[src/rtl/rx_frame_ctrl.sv]
// Receive frame controller: drains the RxCore byte FIFO to a valid/ready host port and closes
// frames after an idle gap of acquisition ticks. Define RX_ERROR_COUNT_EN to build ErrorCount_o.
module rx_frame_ctrl #(
    parameter int unsigned FRAME_TIMEOUT = 16,
    parameter int unsigned CNT_W         = 8
) (
    input  logic             clk,
    input  logic             rst,
    input  logic [7:0]       Data_i,
    output logic             n_Rd_o,
    input  logic             p_Empty_i,
    input  logic             AcqSig_i,
    input  logic             p_BaudrateError_i,
    input  logic             p_ParityError_i,
    output logic [7:0]       Data_o,
    output logic             p_Valid_o,
    input  logic             p_Ready_i,
    output logic             p_FrameEnd_o,
    output logic [CNT_W-1:0] ByteCount_o,
    output logic             p_FrameError_o,
    output logic [7:0]       ErrorCount_o
);
    localparam int unsigned       IDLE_W      = 8;
    localparam logic [IDLE_W-1:0] TIMEOUT_VAL = IDLE_W'(FRAME_TIMEOUT);
    localparam logic [CNT_W-1:0]  BYTE_MAX    = {CNT_W{1'b1}};

    typedef enum logic [2:0] {
        S_IDLE,
        S_READ,
        S_CAPTURE,
        S_HOLD,
        S_FEND
    } state_t;

    state_t            state;
    state_t            state_nxt;
    logic [IDLE_W-1:0] idle_cnt;
    logic [IDLE_W-1:0] idle_cnt_nxt;
    logic              n_rd_nxt;
    logic              valid_nxt;
    logic              fend_nxt;
    logic              ferr_nxt;
    logic [7:0]        data_nxt;
    logic [CNT_W-1:0]  bcnt_nxt;
    logic              err_any;
    logic              accept;
    logic              tick;
    logic              timeout_hit;

    // An idle tick only counts with an open frame, nothing held and nothing waiting in the FIFO.
    assign err_any     = p_BaudrateError_i | p_ParityError_i;
    assign accept      = (state == S_HOLD) && p_Ready_i;
    assign tick        = (state == S_IDLE) && p_Empty_i && (ByteCount_o != '0) && AcqSig_i;
    assign timeout_hit = tick && ((idle_cnt + IDLE_W'(1)) == TIMEOUT_VAL);

    // State and output registers
    always_ff @(posedge clk or negedge rst) begin
        if (!rst) begin
            state          <= S_IDLE;
            idle_cnt       <= '0;
            n_Rd_o         <= 1'b1;
            Data_o         <= '0;
            p_Valid_o      <= 1'b0;
            p_FrameEnd_o   <= 1'b0;
            ByteCount_o    <= '0;
            p_FrameError_o <= 1'b0;
        end else begin
            state          <= state_nxt;
            idle_cnt       <= idle_cnt_nxt;
            n_Rd_o         <= n_rd_nxt;
            Data_o         <= data_nxt;
            p_Valid_o      <= valid_nxt;
            p_FrameEnd_o   <= fend_nxt;
            ByteCount_o    <= bcnt_nxt;
            p_FrameError_o <= ferr_nxt;
        end
    end

    // Next-state logic; a pending FIFO byte beats the terminal idle tick
    always_comb begin
        state_nxt = state;
        case (state)
            S_IDLE: begin
                if (!p_Empty_i) begin
                    state_nxt = S_READ;
                end else if (timeout_hit) begin
                    state_nxt = S_FEND;
                end
            end
            S_READ:    state_nxt = S_CAPTURE;
            S_CAPTURE: state_nxt = S_HOLD;
            S_HOLD:    if (p_Ready_i) state_nxt = S_IDLE;
            S_FEND:    state_nxt = S_IDLE;
            default:   state_nxt = S_IDLE;
        endcase
    end

    // Next values of the registered outputs and the idle timer
    always_comb begin
        n_rd_nxt     = (state_nxt != S_READ);
        valid_nxt    = (state_nxt == S_HOLD);
        fend_nxt     = (state_nxt == S_FEND);
        data_nxt     = (state == S_CAPTURE) ? Data_i : Data_o;
        bcnt_nxt     = ByteCount_o;
        idle_cnt_nxt = idle_cnt;
        ferr_nxt     = p_FrameError_o | err_any;
        if (state == S_FEND) begin
            bcnt_nxt = '0;
            ferr_nxt = err_any;
        end
        if (accept) begin
            idle_cnt_nxt = '0;
            if (ByteCount_o != BYTE_MAX) begin
                bcnt_nxt = ByteCount_o + CNT_W'(1);
            end
        end else if (timeout_hit) begin
            idle_cnt_nxt = '0;
        end else if (tick) begin
            idle_cnt_nxt = idle_cnt + IDLE_W'(1);
        end
    end

`ifdef RX_ERROR_COUNT_EN
    logic err_q;

    // Saturating count of rising edges of the combined error flag
    always_ff @(posedge clk or negedge rst) begin
        if (!rst) begin
            err_q        <= 1'b0;
            ErrorCount_o <= '0;
        end else begin
            err_q <= err_any;
            if (err_any && !err_q && (ErrorCount_o != 8'hFF)) begin
                ErrorCount_o <= ErrorCount_o + 8'd1;
            end
        end
    end
`else
    assign ErrorCount_o = '0;
`endif

endmodule

[config.mk]
export PLATFORM = sky130hd
export DESIGN_NAME = rx_frame_ctrl
export DESIGN_NICKNAME = d
export VERILOG_FILES = /design/src/rtl/rx_frame_ctrl.sv
export SDC_FILE = /design/constraint.sdc
export NUM_CORES = 1
export LEC_CHECK = 0
export CAP_MARGIN = 20
export CORE_ASPECT_RATIO = 0.75
export CORE_MARGIN = 2
export CORE_UTILIZATION = 47
export DETAILED_ROUTE_END_ITERATION = 6
export PLACE_DENSITY_LB_ADDON = 0.3
export SKIP_LAST_GASP = 1
export SLEW_MARGIN = 20
export SYNTH_ARGS = -nofsm -noshare
export SYNTH_HDL_FRONTEND = slang
export SYNTH_SLANG_ARGS = --single-unit
[constraint.sdc]
create_clock -name clk -period 2.1 [get_ports clk]
set_input_delay 0.315 -clock clk [delete_from_list [all_inputs] [get_ports clk]]
set_output_delay 0.315 -clock clk [all_outputs]
set_load 0.03 [all_outputs]
# Word level (Yosys, flattened, before mapping)
# Index checks and enable logic that the tools add are counted.
# classes
mux,11
bitwise,2
addsub,2
eq_ne,9
n_reduce_logical,8
# ops
cell,count
8-bit 2-to-1 mux,6
8-bit by 1-bit adder with 8-bit output (second input constant),2
3-bit one-hot mux with 4 select lines,1
3-bit by 2-bit equality test with 1-bit output (second input constant),3
3-bit 2-to-1 mux,3
8-bit by 5-bit equality test with 1-bit output (second input constant),1
8-bit inequality test (second input constant),1
8-bit nonzero test,1
3-bit equality test (second input constant),2
1-bit logical AND,5
3-bit by 1-bit equality test with 1-bit output (second input constant),1
3-bit logical NOT,1
3-bit by 1-bit inequality test with 1-bit output (second input constant),1
3-bit nonzero test,1
1-bit OR,2
1-bit 2-to-1 mux,1
# totals
out_inout_bits,28
reg_bits,31

# Depth between registers and ports, before layout
# Gate-level depths: netlist of run 1.
# depth
depth_word,9
depth_mapped,6

# Worst setup path before layout of run 1
# Ideal clock, no wire load.
# synth_path
path_kind,reg-to-reg
from,register ByteCount_o[4]
to,register idle_cnt[6]
setup_ns,0.127
path_buffers,1
arrival_ns,1.642
stages_incl_launch_ff,7
required_ns,1.973
slack_ns,0.331
path_cell_list,dfrtp_1 -> clkbuf_1 -> nor4_2 -> a311oi_4 -> and2_1 -> o21ai_1 -> o31ai_1
# synth_via
elab_chain_len,6
elab_cells_between_ends,7
# synth_rtl
item,line_no,text
start: declaration,19,"output logic [CNT_W-1:0] ByteCount_o,"
start signal: assignment,74,ByteCount_o <= bcnt_nxt;
8-bit nonzero test (*),53,assign tick = (state == S_IDLE) && p_Empty_i && (ByteCount_o != '0) && AcqSig_i;
1-bit logical AND (*) (2 in series),53,
1-bit logical AND,54,assign timeout_hit = tick && ((idle_cnt + IDLE_W'(1)) == TIMEOUT_VAL);
8-bit 2-to-1 mux,116,end else if (timeout_hit) begin
8-bit 2-to-1 mux,111,if (accept) begin
end signal: assignment,69,idle_cnt <= idle_cnt_nxt;
end: declaration,37,logic [IDLE_W-1:0] idle_cnt;
# Mark *: on every way between the ends. The rest lies on a longest branch, timed or not.
# A chain may end at the register's enable or synchronous reset.

# Worst setup path in the final report of run 1
# layout_path
from,register state[0]
to,register idle_cnt[6]
# layout_via
elab_chain_len,7
elab_cells_between_ends,10
# layout_rtl
item,line_no,text
start: declaration,35,state_t state;
start signal: assignment,68,state <= state_nxt;
3-bit logical NOT,53,
1-bit logical AND (3 in series),53,
1-bit logical AND,54,
8-bit 2-to-1 mux,116,
8-bit 2-to-1 mux,111,
# Several ways; a longest one is shown, not always the timed one.

==> impl_metrics.tcl, run 1 <==
set metrics [dict create \
    status "completed" \
    ys_seq_elements 31 \
    crit_required_ns 2.27 \
    path_max_fanout 10 \
    syn_area_mm2 0.001583 \
    numCtsBuffers 5 \
    maxCapViolCount 0 \
    cts_hold_buffers 0 \
    start_util_pct 48.47 \
    n_antenna_cell 0 \
    io_buffers 34 \
    cp_top_family "compound AO/OA/AOI/OAI gates" \
    p_leak_nw 0.8894 \
    cts_tree "built" \
    grt_setup_unrepaired "false" \
    min_period_ns 1.898 \
    r2r_slack_ns 0.20 \
    root_buffer "clkbuf_8" \
    worstMarginPinSlew_ns 0.5294 \
    grt_usage_pct 19.06 \
    grt_pass1_vias 1208 \
    tns_ns 0 \
    fin_skew_ns 0.007176 \
    setup_viol 0 \
    yosys.cell_types.count 41 \
    place_hpwl_um 2361 \
    yosys_warnings 0 \
    powerDensity_mw_per_mm2 1203 \
    cts_buffer_depth 2 \
    placed_area_mm2 0.001947 \
    critPathArrivalTime_ns 2.06 \
    crit_chain "or3_4 > a311oi_4 > nor2_2 > o21ai_1 > o31ai_1" \
    post-route-util_pct 62.68 \
    synthCells 151 \
    die_x_um 71.01 \
    crit_buf_inv 0 \
    syn_area_per_cell_um2 10.48 \
    r2r_cells 5 \
    viasPerCell 5.453 \
    hold_viol_final 0 \
    grt_max_degree 32 \
    die_area_mm2 0.003853 \
    cts_setup_buffers 0 \
    clock-sinks 31 \
    fin_area_mm2 0.002047 \
    io-pin-count 43 \
    drive_gt1_share_pct 14.58 \
    drt_iter0_drc 92 \
    coreArea_mm2 0.003266 \
    die_h_um 54.26 \
    max_stage_delay_ns 0.52 \
    cp-start-kind "register" \
    ant_nets 0 \
    min_path_type "in2async" \
    cts_resized 0 \
    drt_wl_total_um 3263 \
    nNetsFinal 210 \
    vias 1265 \
    path_clk_slew_ns 0.06 \
    gp_congestion 0.8304 \
    timing.rr.end "idle_cnt[6]" \
    ir_drop_mv 0.6770 \
    path_class "reg2reg" \
    detail_route.wl_per_cell_um 14.06 \
    grt-ovfl-total 0 \
    maxSlewViolCount 0 \
    area_growth_pct 29.33 \
    clock_latency_ns 0.28 \
    grt_pass1_wl_um 5388 \
    cpMaxStageDelayCell "a311oi_4" \
    rows 18 \
    r2r-start "state[0]" \
    fillCellCount 250 \
    endpoint_kind "register" \
    drc 0 \
    cts_max_level 2 \
    max_freq_ghz 0.5269 \
    yosysSeqAreaShare_pct 49.09 \
    drt-pass1-iter-count 4 \
    final.period_utilization_pct 90.38 \
    max_slew_margin_pct 64.71 \
    antenna_found_initial 0 \
]
power breakdown:
group | internal, mW | leakage (nW) | switching (mW)
logic | 0.459 | 0.455 | 0.589
clock network | 0.298 | 0.0515 | 0.208
registers | 0.762 | 0.382 | 0.147
area by class of cell:
cell class | instances | area, um2 | area share, %
sequential | 31 | 777.0 | 37.96
multi-input combinational | 115 | 757.0 | 36.98
tap | 40 | 50.05 | 2.445
clock buffer | 8 | 100.1 | 4.890
inverter | 2 | 7.507 | 0.3667
timing repair buffer | 36 | 355.3 | 17.36
cells in the final DEF (no fill, tap or decap), drive strengths merged, types with 3 or more instances in the layout:
master and instances:
dfrtp 30, and3 3, and2 4, nand3 9, mux2 8, nor2 14
o21ai 11, conb 8, nand2 17, clkbuf 8, nand4b 3, ha 4
nand4 5, clkdlybuf4s50 34
worst register-to-register path, delay by kind of cell, from the launching register on:
kind               cells  cell delay (ns)
DFF                    1             0.44
and+or+nand+nor        2             0.58
AOI/OAI and AO/OA      3             0.76
metrics by stage:
stage	power [mW]	hold slack [ns]	cells	setup slack [ns]
final	2.463	0.4276	232	0.2021
after global routing	2.608	0.4705	232	0.08672
after floorplan	1.557	0.01941	158	0.3311
after detailed placement	1.965	0.4753	224	0.1864
after global placement	1.929	0.4729	224	0.2332
after CTS	2.489	0.4328	232	0.2098
cell families (layout without fill, tap and decap cells):
family                     Yosys count  after routing  share of synthesized area (%)
muxes                               10             10                          6.957
DFF                                 31             31                          49.09
xor gates and xnor gates             4              4                          2.214
and+or+nand+nor                     62             62                          21.03
buffers and inverters               12             46                          4.744
other                                1              8                         0.2369
AOI/OAI and AO/OA                   27             27                          12.57
adders and majority gates            4              4                          3.162
Yosys cell counts, drive strengths merged:
master / n / area share [%]
dfrtp: 30 / 47
or2b: 1 / 0.47
nor4: 1 / 0.79
a311oi: 1 / 1.7
xnor2: 2 / 1.1
xor2: 2 / 1.1
or2: 1 / 0.40
ha: 4 / 3.2
a2111o: 1 / 0.71
inv: 2 / 0.47
and2: 4 / 1.7
or3: 1 / 0.71
nand3: 9 / 2.8
o21ba: 1 / 0.63
nand4: 5 / 2.0
and3: 3 / 1.2
a211oi: 2 / 0.95
nor2: 14 / 3.6
nand2: 17 / 4.2
a211o: 2 / 1.1
o22ai: 2 / 0.79
mux2: 8 / 5.7
and4: 1 / 0.55
dfstp: 1 / 1.7
o21ai: 11 / 3.5
nand2b: 1 / 0.40
clkbuf: 2 / 0.47
nand4b: 3 / 1.7
o31ai: 2 / 0.95
a21oi: 1 / 0.32
a31oi: 2 / 0.79
a311o: 1 / 0.71
conb: 1 / 0.24
mux2i: 2 / 1.3
and3b: 1 / 0.55
buf: 8 / 3.8
a22oi: 1 / 0.47
sequential cells by signal, indices dropped and copies added (netlist names):
register	count
ByteCount_o	8
Data_o	8
idle_cnt	8
state	3
n_Rd_o	1
p_FrameEnd_o	1
p_FrameError_o	1
p_Valid_o	1
how the worst max path moves through the flow:
stage,startpoint,end,slack [ns],cells past startpoint
finish,state[0],idle_cnt[6],0.20,5
global route,state[0],idle_cnt[2],0.09,5
CTS,state[0],idle_cnt[6],0.21,5
detailed placement,p_Empty_i,idle_cnt[6],0.19,6
global placement,p_Empty_i,idle_cnt[6],0.23,6
floorplan,ByteCount_o[4],idle_cnt[6],0.33,6
routing by layer:
metal  GRT usage (%)  vias up  wire length (um)
li1                -      609                 -
met1           23.44      608              1484
met4           7.547        0                51
met3           7.919        6               233
met5               0        -                 0
met2           30.53       42              1493
No activity file was read; power rests on OpenSTA's default activity.
==> run 2, diff against run 1 <==
Settings changed: ABC_AREA set to 1, CAP_MARGIN 20 to unset, CORE_ASPECT_RATIO 0.75 to unset, CORE_UTILIZATION 47 to 48.
==> run 2 against run 1 <==
Highest routed layer unchanged. Cell count increased by 25%. Design area is 2.8% higher. Largest power group unchanged. Wire length up 4.1%. Non-clock buffer count rose by 1. Register-to-register slack better by 0.18 ns. Global-route usage is 0.81 points higher. Sequential share of layout area is 1.0 points lower. Synthesized cell count up 32%. Utilization rose by 0.35 points. Critical path depth decreased by 4.
==> impl_metrics.tcl, run 2 <==
set metrics [dict create \
    start_util_pct 49.72 \
    r2r-start "ByteCount_o[0]" \
    synthTopCellsByCount "nand2_1, dfrtp_1, nand3_1" \
    grt_max_degree 32 \
    root_buffer "clkbuf_4" \
    drt-pass1-iter-count 4 \
    cts_buffer_depth 2 \
    die_h_um 62.79 \
    maxCapViolCount 0 \
    path_class "reg2out" \
    synthArstFlopShare_pct 100.0 \
    cts_hold_buffers 0 \
    coreArea_mm2 0.003337 \
    gp_congestion 0.8312 \
    synth.mux.area_fraction_pct 0 \
    synth-simple-area-share_pct 30.39 \
    reg.largest.list "ByteCount_o: 8 flops, Data_o: 8 flops, idle_cnt: 8 flops" \
    viasPerCell 4.920 \
    status "completed" \
    cpMaxStageDelayCell "clkdlybuf4s50_1" \
    grt_setup_unrepaired "false" \
    place_hpwl_um 2452 \
    cts_resized 0 \
    grt_pass1_vias 1415 \
    yosys_warnings 0 \
    cp_top_family "buffers and inverters" \
    area_growth_pct 26.77 \
    r2r_cells 10 \
    die_x_um 62.79 \
    grt_pass1_wl_um 6023 \
    final_cell_mix "nand2_1, clkdlybuf4s50_1, dfrtp_1" \
    synth_top_family_by_area "simple AND/OR/NAND/NOR gates" \
    vias 1422 \
    endpoint_kind "output port" \
    total_power_mw 2.453 \
    max_stage_delay_ns 0.73 \
    crit_buf_inv 1 \
    synth_compound_gate_area_share_pct 7.768 \
    drt_wl_total_um 3396 \
    n_antenna_cell 0 \
    synthFlopType "dfrtp_1" \
    grt_usage_pct 19.87 \
    synthTopCellsByArea "dfrtp_1, nand2_1, nand3_1" \
    synth_most_common_cell "nand2_1" \
    r2r_slack_ns 0.38 \
    die_area_mm2 0.003943 \
    multiInputGateArea_um2 748.2 \
    min_period_ns 1.859 \
    cp-start-kind "register" \
    yosysSeqAreaShare_pct 46.83 \
    clock_latency_ns 0.34 \
    path_clk_slew_ns 0.10 \
    setup_viol 0 \
    ys_seq_elements 31 \
    maxSlewViolCount 0 \
    io-pin-count 43 \
    cts_max_level 2 \
    detail_route.wl_per_cell_um 11.75 \
    seqCellArea_um2 777.0 \
    synth_top_area_share_pct 45.25 \
    max_freq_ghz 0.5379 \
    final_common_cell "nand2_1" \
    min_path_type "in2async" \
    p_leak_nw 0.9932 \
    hold_viol_final 0 \
    ir_drop_mv 0.5395 \
    critPathArrivalTime_ns 1.54 \
    synth_edf_count 0 \
    nNetsFinal 261 \
    fillCellCount 318 \
    syn_area_mm2 0.001659 \
    cts_tree "built" \
    io_buffers 34 \
    crit_required_ns 1.78 \
    drive_gt1_share_pct 11.11 \
    yosys.cell_types.count 34 \
    drt_iter0_drc 93 \
    clock-sinks 31 \
    final.period_utilization_pct 88.52 \
    grt-ovfl-total 0 \
    tns_ns 0 \
    syn_area_per_cell_um2 8.295 \
    synthCells 200 \
    yosysTopAreaCell "dfrtp_1" \
    synth-xor-area-share_pct 2.112 \
    crit_chain "clkdlybuf4s50_1" \
    rows 21 \
    drc 0 \
    fin_skew_ns 0.008014 \
    timing.rr.end "idle_cnt[1]" \
    cts_setup_buffers 0 \
    ant_nets 0 \
    antenna_found_initial 0 \
    path_max_fanout 7 \
    numCtsBuffers 5 \
    powerDensity_mw_per_mm2 1166 \
    synthAdderAreaFrac_pct 3.017 \
]
[run 2: kinds of logic after synthesis]
kind of cell | Yosys count
AOI/OAI and AO/OA | 19
adders and majority gates | 4
DFF | 31
other | 1
buffers and inverters | 32
xor gates and xnor gates | 4
and+or+nand+nor | 109
[run 2: per-stage QoR]
stage / util, % / setup slack, ns / cells / instance area (um2) / hold slack [ns]
after floorplan: - / 0.5236 / 207 / 1685 / 0.01941
after global placement: 60.97 / 0.3673 / 281 / 2034 / 0.4548
after detailed placement: 60.97 / 0.3082 / 281 / 2034 / 0.4600
after CTS: 63.03 / 0.2405 / 289 / 2103 / 0.3625
after global routing: 63.03 / 0.1688 / 289 / 2103 / 0.3777
final: 63.03 / 0.2410 / 289 / 2103 / 0.3572
[run 2: how the worst max path moves through the flow]
stage | cells after the start | from | to | slack [ns]
2_1_floorplan | 7 | ByteCount_o[0] | ByteCount_o[2] | 0.52
3_3_place_gp | 8 | p_Empty_i | idle_cnt[4] | 0.37
3_5_place_dp | 8 | p_Empty_i | idle_cnt[0] | 0.31
4_1_cts | 1 | ByteCount_o[5] | ByteCount_o[5] | 0.24
5_1_grt | 1 | ByteCount_o[5] | ByteCount_o[5] | 0.17
6_report | 1 | ByteCount_o[5] | ByteCount_o[5] | 0.24
[run 2: routing by layer]
metal / share of wire, % / up-vias / GRT usage [%]
met4: 2.2 / 0 / 11.67
met1: 47 / 659 / 24.65
met3: 5.7 / 6 / 5.766
met5: 0 / - / 0
li1: - / 711 / -
met2: 45 / 46 / 30.78
[run 2: where the power goes]
group          internal, mW  switching, mW  total, mW
sequential            0.779          0.150      0.929
clock                 0.197          0.200      0.397
combinational         0.444          0.683       1.13
[run 2: final cells by class]
class	instances	area share (%)
Sequential cell	31	36.94
Multi-Input combinational cell	144	35.57
Timing Repair Buffer	37	17.25
Inverter	23	4.224
Clock buffer	8	3.272
Tap cell	46	2.736
